===== src/rtl/ysyx_22040365_ifu_pkg.sv =====
// Shared definitions for the ysyx_22040365 fetch unit: reset PC, widths and FSM state encodings.
package ysyx_22040365_ifu_pkg;

  localparam int XLEN   = 64;
  localparam int INST_W = 32;

  localparam logic [XLEN-1:0] RESET_PC_DEF = 64'h8000_0000;
  localparam logic [XLEN-1:0] ALIGN_MASK   = ~64'd3;

  typedef enum logic [1:0] {
    IFU_RESET = 2'd0,
    IFU_REQ   = 2'd1,
    IFU_WAIT  = 2'd2,
    IFU_HOLD  = 2'd3
  } ifu_state_e;

  function automatic logic [XLEN-1:0] align4(input logic [XLEN-1:0] addr);
    return addr & ALIGN_MASK;
  endfunction

endpackage


===== src/rtl/ysyx_22040365_ifu.sv =====
// Instruction fetch unit: PC owner, single-outstanding imem fetch, decode handshake, redirects.
// Optional performance counters are enabled with `define YSYX_22040365_IFU_PERF_EN.
module ysyx_22040365_ifu
  import ysyx_22040365_ifu_pkg::*;
#(
  parameter logic [XLEN-1:0] RESET_PC = RESET_PC_DEF
) (
  input  logic              clk,
  input  logic              rst_n,
  output logic              imem_req_valid,
  input  logic              imem_req_ready,
  output logic [XLEN-1:0]   imem_addr,
  input  logic              imem_rsp_valid,
  output logic              imem_rsp_ready,
  input  logic [INST_W-1:0] imem_rdata,
  output logic              inst_valid,
  input  logic              inst_ready,
  output logic [INST_W-1:0] inst,
  output logic [XLEN-1:0]   inst_pc,
  input  logic              redirect_valid,
  input  logic [XLEN-1:0]   redirect_pc
`ifdef YSYX_22040365_IFU_PERF_EN
  ,
  output logic [XLEN-1:0]   perf_fetch_cnt,
  output logic [XLEN-1:0]   perf_stall_cnt
`endif
);

  ifu_state_e          state;
  logic [XLEN-1:0]     pc;
  logic [XLEN-1:0]     addr_q;
  logic                drop;
  logic                stale;
  logic [INST_W-1:0]   inst_q;
  logic [XLEN-1:0]     pc_q;
  logic [XLEN-1:0]     target;

  assign target = align4(redirect_pc);

  // addr_q freezes the request address so a redirect cannot disturb a pending request;
  // stale remembers that the pending request is already outdated.
  always_ff @(posedge clk or negedge rst_n) begin
    if (!rst_n) begin
      state  <= IFU_RESET;
      pc     <= RESET_PC;
      addr_q <= RESET_PC;
      drop   <= 1'b0;
      stale  <= 1'b0;
      inst_q <= '0;
      pc_q   <= RESET_PC;
    end else begin
      case (state)
        IFU_RESET: begin
          state <= IFU_REQ;
          if (redirect_valid) begin
            pc    <= target;
            stale <= 1'b1;
          end
        end
        IFU_REQ: begin
          if (redirect_valid) pc <= target;
          if (imem_req_ready) begin
            state <= IFU_WAIT;
            drop  <= stale | redirect_valid;
            stale <= 1'b0;
          end else if (redirect_valid) begin
            stale <= 1'b1;
          end
        end
        IFU_WAIT: begin
          if (imem_rsp_valid) begin
            if (drop || redirect_valid) begin
              drop   <= 1'b0;
              state  <= IFU_REQ;
              pc     <= redirect_valid ? target : pc;
              addr_q <= redirect_valid ? target : pc;
            end else begin
              inst_q <= imem_rdata;
              pc_q   <= pc;
              state  <= IFU_HOLD;
            end
          end else if (redirect_valid) begin
            drop <= 1'b1;
            pc   <= target;
          end
        end
        IFU_HOLD: begin
          // A redirect wins over +4 even when the instruction is consumed the same cycle.
          if (redirect_valid) begin
            pc     <= target;
            addr_q <= target;
            state  <= IFU_REQ;
          end else if (inst_ready) begin
            pc     <= pc + 64'd4;
            addr_q <= pc + 64'd4;
            state  <= IFU_REQ;
          end
        end
        default: state <= IFU_RESET;
      endcase
    end
  end

  assign imem_req_valid = (state == IFU_REQ);
  assign imem_addr      = addr_q;
  assign imem_rsp_ready = (state == IFU_WAIT);
  assign inst_valid     = (state == IFU_HOLD);
  assign inst           = inst_q;
  assign inst_pc        = pc_q;

`ifdef YSYX_22040365_IFU_PERF_EN
  always_ff @(posedge clk or negedge rst_n) begin
    if (!rst_n) begin
      perf_fetch_cnt <= '0;
      perf_stall_cnt <= '0;
    end else begin
      if (inst_valid && inst_ready)
        perf_fetch_cnt <= perf_fetch_cnt + 64'd1;
      if ((state == IFU_WAIT) || (state == IFU_REQ && !imem_req_ready))
        perf_stall_cnt <= perf_stall_cnt + 64'd1;
    end
  end
`endif

endmodule

===== config.mk =====
export PLATFORM = sky130hd
export DESIGN_NAME = ysyx_22040365_ifu
export DESIGN_NICKNAME = d
export VERILOG_FILES = /design/src/rtl/ysyx_22040365_ifu_pkg.sv /design/src/rtl/ysyx_22040365_ifu.sv
export SDC_FILE = /design/constraint.sdc
export NUM_CORES = 1
export LEC_CHECK = 0
export BUFFER_PORTS_ARGS = -buffer_cell sky130_fd_sc_hd__buf_2
export CORE_ASPECT_RATIO = 1.2
export CORE_MARGIN = 2
export CORE_UTILIZATION = 35
export DETAILED_ROUTE_END_ITERATION = 16
export PLACE_DENSITY = 0.6
export RECOVER_POWER = 100
export SLEW_MARGIN = 40
export SYNTH_ARGS = -nofsm -noshare
export SYNTH_HDL_FRONTEND = slang
export SYNTH_SLANG_ARGS = --single-unit

===== constraint.sdc =====
create_clock -name clk -period 3.2 [get_ports clk]
set_input_delay 0.32 -clock clk [delete_from_list [all_inputs] [get_ports clk]]
set_output_delay 0.32 -clock clk [all_outputs]
set_load 0.02 [all_outputs]

==> run_results.csv, run 1 <==
group,metric,value,unit
synth,synth_area,0.0115,mm^2
critical_path,path_buf_inv,1,
grt,gr-usage-all-layers,0.209,
clock_tree,cts.htree.levels,1,
layout,stdcell_count,1842,
synth,synth_cells,1129,
timing,finalHoldViolations,0,
critical_path,critPathKind,"reg -> reg",
critical_path,endpoint_kind,"flop",
timing,fin_worst_skew,0.0150,ns
grt,grt_pass1_wl,56.6,mm
synth,synthDominantCellAreaShare,0.490,
layout,finish.instance_area,0.0143,mm^2
timing,relSlewSlack,-0.499,
layout,layout.nets,1522,
placed_design,post-place-ws,0.389,ns
clock_tree,cts-root-buf,"clkbuf_16",
placed_design,gp_congestion,0.800,
drt,drt_pass1_iterations,5,
clock_tree,clk_latency,0.54,ns
critical_path,cp_slowest_cell,"or4_1",
floorplan,die_x,169,um
critical_path,crit_family,"simple AND/OR/NAND/NOR gates",
synth,seq_area_frac_synth,0.497,
timing,min_period,2.89,ns
drt,wl_per_cell,19.7,um
power_and_ir_drop,peakVddDrop,0.435,mV
timing,setup_ws,0.311,ns
synth,syn-mean-instance-area,10.2,um^2
grt,grt_max_degree,89,
worst_hold_path,hold_path_class,"in -> reg",
floorplan,dieArea,0.0343,mm^2
critical_path,cp_data_required_time,3.66,ns
timing,tightestPinTransition,2.25,ns
run,cap_violations,2,
power_and_ir_drop,powerDensity,806,mW/mm^2
timing,holdWs,0.0235,ns
layout,area_growth,24.1,%
critical_path,max_stage_delay,0.74,ns
grt,first_global_vias,10082,
grt,overflow,0,
outcome,status,"complete, but fails checks",
critical_path,start_kind,"flop",
timing,setup_viol,0,
clock_tree,clk_pin_slew,0.06,ns
clock_tree,cts_tree,"built",
timing,slew_viol_final,123,
floorplan,ioPinCount,265,
clock_tree,cts_resized,0,
power_and_ir_drop,power.leakage,6.19,nW
critical_path,worst-path-max-fanout,9,
layout,fill_cells,3167,
synth,ys_top_cells_by_area,"dfrtp_1, mux2_2, nand2_1",
placed_design,io_buffers,262,
synth,yosysTopAreaCell,"dfrtp_1",
layout,final_common_cell,"dfrtp_1",
clock_tree,cts_buffer_depth,3,
floorplan,die_h,203,um
layout,fin_util,0.441,
layout,multi_input_area,0.00535,mm^2
clock_tree,cts_num_sinks,228,
synth,synth-main-ff-cell,"dfrtp_1",
drt,vias,10194,
drt,wirelength,36.4,mm
outcome,violations,"capacitance limit, slew limit",
clock_tree,hold_buffers,34,
drt,ant_nets,0,
floorplan,fp.coreArea,0.0323,mm^2
synth,synth-seq-cells,228,
power_and_ir_drop,p_total,11.5,mW
clock_tree,cts_buffers,26,
grt,antenna_found_initial,2,
floorplan,start_util,0.355,
drt,via_per_inst,5.53,
layout,register_area,0.00571,mm^2
timing,rsz0062_at_grt,"no",
placed_design,dp_hpwl,25.7,mm
critical_path,critPathArrivalTime,3.35,ns
synth,async_flop_share,1.00,
synth,syn-num-nets,1237,
floorplan,rows,72,
timing,fmax,346,MHz
synth,synth-edff-count,0,
clock_tree,post_cts_buffers,0,
drt,drt_iter0_drc,717,
synth,yosysWarningCount,0,
layout,post_route_cells_drive_above_1_share,0.211,
placed_design,place_area,0.0134,mm^2
layout,final_cell_mix,"dfrtp_1, clkbuf_1, nand2_1, mux2_2, buf_2",
placed_design,dp_cells,1759,
timing,min_period_over_period,0.903,
critical_path,crit_chain,"ha_1 -> nand2_1 -> or4_1 -> nor4_1 -> clkbuf_2 -> mux2_1 -> o21ai_1",
synth,synth_cell_types,71,
timing,fin_tns_setup,0,ns
drt,drc_errors,0,
[synth_stat cells (5+ instances only)]
library cell and number:
buf_1 6, nor3_1 27, buf_2 17, and4_1 13, a21boi_0 11, nor2b_1 11
nor2_1 77, or4_1 11, or3_1 8, nor4_1 21, mux2_2 117, ha_1 6
a221oi_1 9, a211oi_1 8, o21ai_0 64, inv_1 28, o211ai_1 6, o31ai_1 24
clkbuf_1 52, and2_1 8, and3_1 18, nand2_1 145, nand3_1 32, a31oi_1 13
xor2_1 5, a21oi_1 26, dfrtp_1 225, mux2i_1 14, a311oi_1 10, nand4_1 27
[registers in the layout, summed over array words and instances (netlist names)]
signal     cells
inst          32
state          2
drop           1
pc            64
inst_pc       64
stale          1
imem_addr     64
[per-layer routing]
layer	GRT usage	routed length, um
met1	0.272	15500
met2	0.346	17200
met3	0.0394	2350
met4	0.0800	1290
met5	0	0
[area by class of cell]
type / count / area share
antenna: 2 / 0.000351
clock buffer: 38 / 0.0544
clock inverter: 9 / 0.00684
inverter: 28 / 0.00736
multi-input combinational: 797 / 0.375
sequential: 228 / 0.400
tap: 407 / 0.0357
timing repair buffer: 333 / 0.120
[logic make-up (layout without fill, tap and decap cells)]
family | after synthesis | after routing | synth area share
buffers and inverters | 104 | 408 | 0.0359
adders and majority gates | 6 | 6 | 0.00653
xor gates and xnor gates | 7 | 7 | 0.00533
AOI/OAI and AO/OA | 230 | 230 | 0.138
other | 0 | 2 | 0
muxes | 134 | 134 | 0.130
DFF | 228 | 228 | 0.497
and+or+nand+nor | 420 | 420 | 0.188
[worst reg2reg max path, delay by kind of cell, from the launching register on]
kind	cells	cell delay (ns)
buffers and inverters	1	0.30
and+or+nand+nor	3	1.34
adders and majority gates	1	0.32
DFF	1	0.40
muxes	1	0.35
AOI/OAI and AO/OA	1	0.11
[path summary, 6_finish.rpt]
path	from	to	slack [ns]	cells after the start
max	state[0]	imem_addr[47]	0.31	7
max reg2reg	state[0]	imem_addr[47]	0.31	7
max in group asynchronous	rst_n	pc[16]	0.58	3
min	redirect_pc[19]	pc[19]	0.02	3
min reg2reg	imem_addr[36]	imem_addr[36]	0.47	2
min in group asynchronous	rst_n	inst_pc[11]	0.84	2
[where the power goes]
group	switching (mW)	internal, mW	leakage [nW]
clock	1.24	1.84	0.434
combinational	2.60	1.34	2.87
sequential	0.669	3.82	2.89
No activity file was read; power rests on OpenSTA's default activity.
==> inputs of run 2 (changes only) <==
Settings changed: REMOVE_ABC_BUFFERS set to 1.
==> run_results.csv, run 2 (synthesis results as in run 1) <==
group,metric,value,unit
outcome,status,"complete, but fails checks",
outcome,violations,"capacitance limit, slew limit",
timing,finalHoldViolations,0,
grt,first_global_vias,10048,
power_and_ir_drop,p_total,11.6,mW
critical_path,endpoint_kind,"flop",
drt,wirelength,36.4,mm
power_and_ir_drop,intPower,7.05,mW
timing,rsz0062_at_grt,"no",
critical_path,critPathArrivalTime,3.35,ns
power_and_ir_drop,power.leakage,6.28,nW
drt,drt_pass1_iterations,5,
layout,final_common_cell,"dfrtp_1",
run,cap_violations,1,
floorplan,start_util,0.355,
timing,tightestPinTransition,1.83,ns
power_and_ir_drop,p_sw,4.52,mW
floorplan,fp.coreArea,0.0323,mm^2
clock_tree,cts_tree,"built",
floorplan,die_x,169,um
clock_tree,cts_num_sinks,228,
worst_hold_path,hold_path_class,"in -> reg",
power_and_ir_drop,combPwrFrac,0.340,
drt,drc_errors,0,
clock_tree,cts.htree.levels,1,
drt,ant_nets,0,
layout,area_growth,25.9,%
placed_design,post-place-ws,0.529,ns
clock_tree,cts-root-buf,"clkbuf_16",
timing,holdWs,0.0235,ns
placed_design,dp_hpwl,26.0,mm
grt,antenna_found_initial,1,
critical_path,critPathKind,"reg -> reg",
grt,overflow,0,
floorplan,rows,72,
worst_hold_path,worstHoldStart,"redirect_pc[54]",
layout,stdcell_count,1851,
critical_path,start_kind,"flop",
layout,final_cell_mix,"dfrtp_1, clkbuf_1, nand2_1, mux2_2, buf_2",
critical_path,worstReg2RegStart,"state[0]",
floorplan,dieArea,0.0343,mm^2
layout,fill_cells,3156,
timing,setup_viol,0,
layout,layout.nets,1531,
drt,wl_per_cell,19.7,um
drt,vias,10123,
drt,via_per_inst,5.47,
placed_design,dp_cells,1762,
timing,fin_worst_skew,0.0234,ns
power_and_ir_drop,powerDensity,799,mW/mm^2
grt,grt_max_degree,70,
timing,slew_viol_final,69,
timing,min_period,2.88,ns
clock_tree,cts_buffer_depth,3,
clock_tree,clk_latency,0.55,ns
floorplan,ioPinCount,265,
critical_path,worst-path-max-fanout,9,
layout,post_route_cells_drive_above_1_share,0.219,
critical_path,cp-startpoint,"state[0]",
timing,relSlewSlack,-0.221,
placed_design,io_buffers,262,
floorplan,die_h,203,um
critical_path,cp_data_required_time,3.67,ns
grt,grt_pass1_wl,56.8,mm
timing,fmax,347,MHz
grt,gr-usage-all-layers,0.211,
timing,setup_ws,0.320,ns
clock_tree,clk_pin_slew,0.06,ns
clock_tree,post_cts_buffers,0,
clock_tree,cts_buffers,26,
placed_design,gp_congestion,0.836,
timing,min_period_over_period,0.900,
power_and_ir_drop,swShare,0.390,
power_and_ir_drop,peakVddDrop,0.474,mV
drt,drt_iter0_drc,856,
power_and_ir_drop,p_clk_frac,0.271,
power_and_ir_drop,seq_power_share,0.389,
[run 2: timing repair]
action	CTS	global route
hold buffers	40	0
gates resized for setup	0	0
endpoints found under the setup margin	0	0
endpoints found under the hold margin	101	0
[run 2: per-stage QoR]
| stage | setup TNS [ns] | instance area (um^2) | utilization |
|---|---|---|---|
| final | 0 | 14500 | 0.447 |
| after global routing | 0 | 14500 | 0.447 |
| after CTS | 0 | 14800 | 0.456 |
| after detailed placement | 0 | 13400 | 0.416 |
| after global placement | 0 | 13400 | 0.416 |
| after floorplan | -63.95 | 11200 | - |
[run 2: worst paths after layout]
path	endpoint	slack (ns)	depth (start not counted)
setup / recovery	imem_addr[47]	0.32	7
hold / removal	pc[54]	0.02	3
setup reg to reg	imem_addr[47]	0.32	7
hold reg to reg	imem_addr[12]	0.48	2
max in group asynchronous	inst[20]	0.69	3
min in group asynchronous	inst_pc[46]	0.83	2
[run 2: cell type report]
cell class,instances,area (um^2),share of cell area
Multi-Input combinational cell,797,5390,0.372
Tap cell,407,509,0.0352
Clock inverter,12,158,0.0109
Sequential cell,228,5710,0.395
Inverter,28,105,0.00726
Clock buffer,36,748,0.0517
Timing Repair Buffer,342,1850,0.128
Antenna cell,1,2.50,0.000173
[run 2: power groups by stage]
stage / logic (mW) / clock network, mW / registers, mW
2_1_floorplan: 1.55 / 0 / 5.38
3_3_place_gp: 4.14 / 0 / 4.50
3_5_place_dp: 4.19 / 0 / 4.52
4_1_cts: 4.24 / 3.23 / 4.48
5_1_grt: 4.30 / 3.33 / 4.64
6_report: 3.93 / 3.13 / 4.50
[run 2: critical path, stage by stage, from the launching register on]
cell	delay, ns
dfrtp_1	0.40
ha_1	0.23
nand2_1	0.20
or4_1	0.73
nor4_4	0.28
clkbuf_1	0.45
mux2_1	0.37
o21ai_0	0.14
[run 2: metal layers]
metal | wire [um] | vias to the layer above | track usage
met5 | 0 | - | 0
met2 | 17700 | 346 | 0.351
met3 | 2480 | 58 | 0.0357
met4 | 963 | 0 | 0.0662
met1 | 15300 | 4962 | 0.280
li1 | - | 4757 | -
==> inputs of run 3 (changes only) <==
--- a/config.mk
+++ b/config.mk
@@ -9,3 +9,3 @@
 export CORE_ASPECT_RATIO = 1.2
-export CORE_MARGIN = 2
+export CORE_MARGIN = 5
 export CORE_UTILIZATION = 35
==> constraint.sdc (replaced) <==
create_clock -name clk -period 3.2 [get_ports clk]
set_input_delay 0.16 -clock clk [delete_from_list [all_inputs] [get_ports clk]]
set_output_delay 0.16 -clock clk [all_outputs]
set_load 0.02 [all_outputs]
==> run_results.csv, run 3 (synthesis results as in run 1) <==
group,metric,value,unit
layout,stdcell_count,1899,
critical_path,start_kind,"flop",
critical_path,worst-path-max-fanout,34,
floorplan,fp.coreArea,0.0323,mm^2
floorplan,start_util,0.355,
placed_design,io_buffers,262,
drt,drt_pass1_iterations,5,
drt,wirelength,37.6,mm
placed_design,dp_hpwl,26.8,mm
timing,tightestPinTransition,1.79,ns
layout,final_common_cell,"dfrtp_1",
drt,vias,10396,
power_and_ir_drop,peakVddDrop,0.509,mV
drt,ant_nets,0,
timing,min_period,2.90,ns
grt,antenna_found_initial,0,
drt,via_per_inst,5.47,
clock_tree,cts-root-buf,"clkbuf_16",
worst_hold_path,hold_path_class,"in -> reg",
drt,drt_iter0_drc,607,
critical_path,critPathKind,"reg -> reg",
placed_design,gp_congestion,0.879,
layout,post_route_cells_drive_above_1_share,0.204,
layout,area_growth,29.7,%
clock_tree,clk_latency,0.54,ns
timing,min_period_over_period,0.907,
floorplan,dieArea,0.0366,mm^2
clock_tree,cts_tree,"built",
grt,gr-usage-all-layers,0.200,
power_and_ir_drop,powerDensity,782,mW/mm^2
layout,final_cell_mix,"dfrtp_1, clkbuf_1, nand2_1, mux2_2, buf_2",
floorplan,die_h,209,um
run,cap_violations,1,
layout,fill_cells,3116,
critical_path,cp_data_required_time,3.62,ns
power_and_ir_drop,p_total,11.7,mW
critical_path,endpoint_kind,"flop",
placed_design,dp_cells,1762,
floorplan,ioPinCount,265,
layout,register_area,0.00571,mm^2
outcome,violations,"capacitance limit, slew limit",
floorplan,rows,72,
outcome,status,"complete, but fails checks",
grt,first_global_vias,10446,
clock_tree,cts_buffer_depth,3,
clock_tree,cts_num_sinks,228,
layout,layout.nets,1580,
timing,fin_worst_skew,0.0142,ns
drt,wl_per_cell,19.8,um
power_and_ir_drop,power.leakage,6.47,nW
clock_tree,clk_pin_slew,0.06,ns
clock_tree,cts_buffers,26,
timing,relSlewSlack,-0.196,
placed_design,place_area,0.0134,mm^2
timing,finalHoldViolations,0,
floorplan,die_x,175,um
grt,grt_max_degree,91,
timing,fmax,344,MHz
timing,setup_viol,0,
grt,grt_pass1_wl,59.0,mm
grt,overflow,0,
critical_path,critPathArrivalTime,3.32,ns
timing,setup_ws,0.296,ns
timing,slew_viol_final,30,
placed_design,post-place-ws,0.411,ns
timing,rsz0062_at_grt,"no",
layout,num_antenna_cells,0,
timing,fin_tns_setup,0,ns
layout,multi_input_area,0.00538,mm^2
clock_tree,cts.htree.levels,1,
layout,finish.instance_area,0.0149,mm^2
drt,drc_errors,0,
[run 3: cell count changes in the layout (fill, tap and decap cells not counted), sizes merged]
cell         before  now
inv              28   29
diode             1    0
clkbuf          212  223
buf             126  123
dlygate4sd3      40   87
clkinv            6    2
clkinvlp          3    0
[run 3: layer usage]
layer | global-route usage | vias to the layer above | share of wire
li1 | - | 4856 | -
met1 | 0.260 | 5116 | 0.43
met2 | 0.341 | 358 | 0.49
met3 | 0.0309 | 66 | 0.057
met4 | 0.0702 | 0 | 0.033
met5 | 0 | - | 0
[run 3: area by class of cell]
cell class	instances	area share
flip-flops and latches	228	0.383
multi-input cells	797	0.361
repair buffers	391	0.154
clock buffers	42	0.0538
well taps	407	0.0342
clock inverters	6	0.00730
inverters	28	0.00705
[run 3: path summary, 6_finish.rpt]
| path | start | end | slack [ns] | depth (start not counted) |
|---|---|---|---|---|
| min in group asynchronous | rst_n | imem_addr[63] | 0.65 | 2 |
| worst max-delay path | state[0] | inst[24] | 0.30 | 5 |
| worst min register to register | imem_addr[44] | imem_addr[44] | 0.48 | 2 |
| worst min-delay path | redirect_pc[29] | pc[29] | 0.03 | 4 |
| worst max register to register | state[0] | inst[24] | 0.30 | 5 |
| max in group asynchronous | rst_n | stale | 0.71 | 4 |
[run 3: power breakdown]
group	switching [mW]	internal, mW	total (mW)
clock network	1.22	1.95	3.17
logic	2.64	1.36	4.00
registers	0.659	3.82	4.48
[run 3: what timing repair did]
action	4_1_cts	5_1_grt
hold endpoints to repair	181	0
hold buffers	87	0
resized for setup	0	0
buffers inserted	0	0
endpoints found under the setup margin	0	0
[run 3: per-stage QoR]
step                hold slack (ns)  utilization
floorplan                    -0.136            -
global placement              0.238        0.414
detailed placement            0.229        0.414
CTS                         0.00106        0.469
global route                 0.0454        0.461
finish                       0.0335        0.461
[run 3: worst max-delay path: stages, from the launching register on]
cell and delay (ns):
dfrtp_1 0.41, inv_1 0.12, ha_1 0.39, and3_2 0.82
clkbuf_4 0.62, mux2_2 0.40
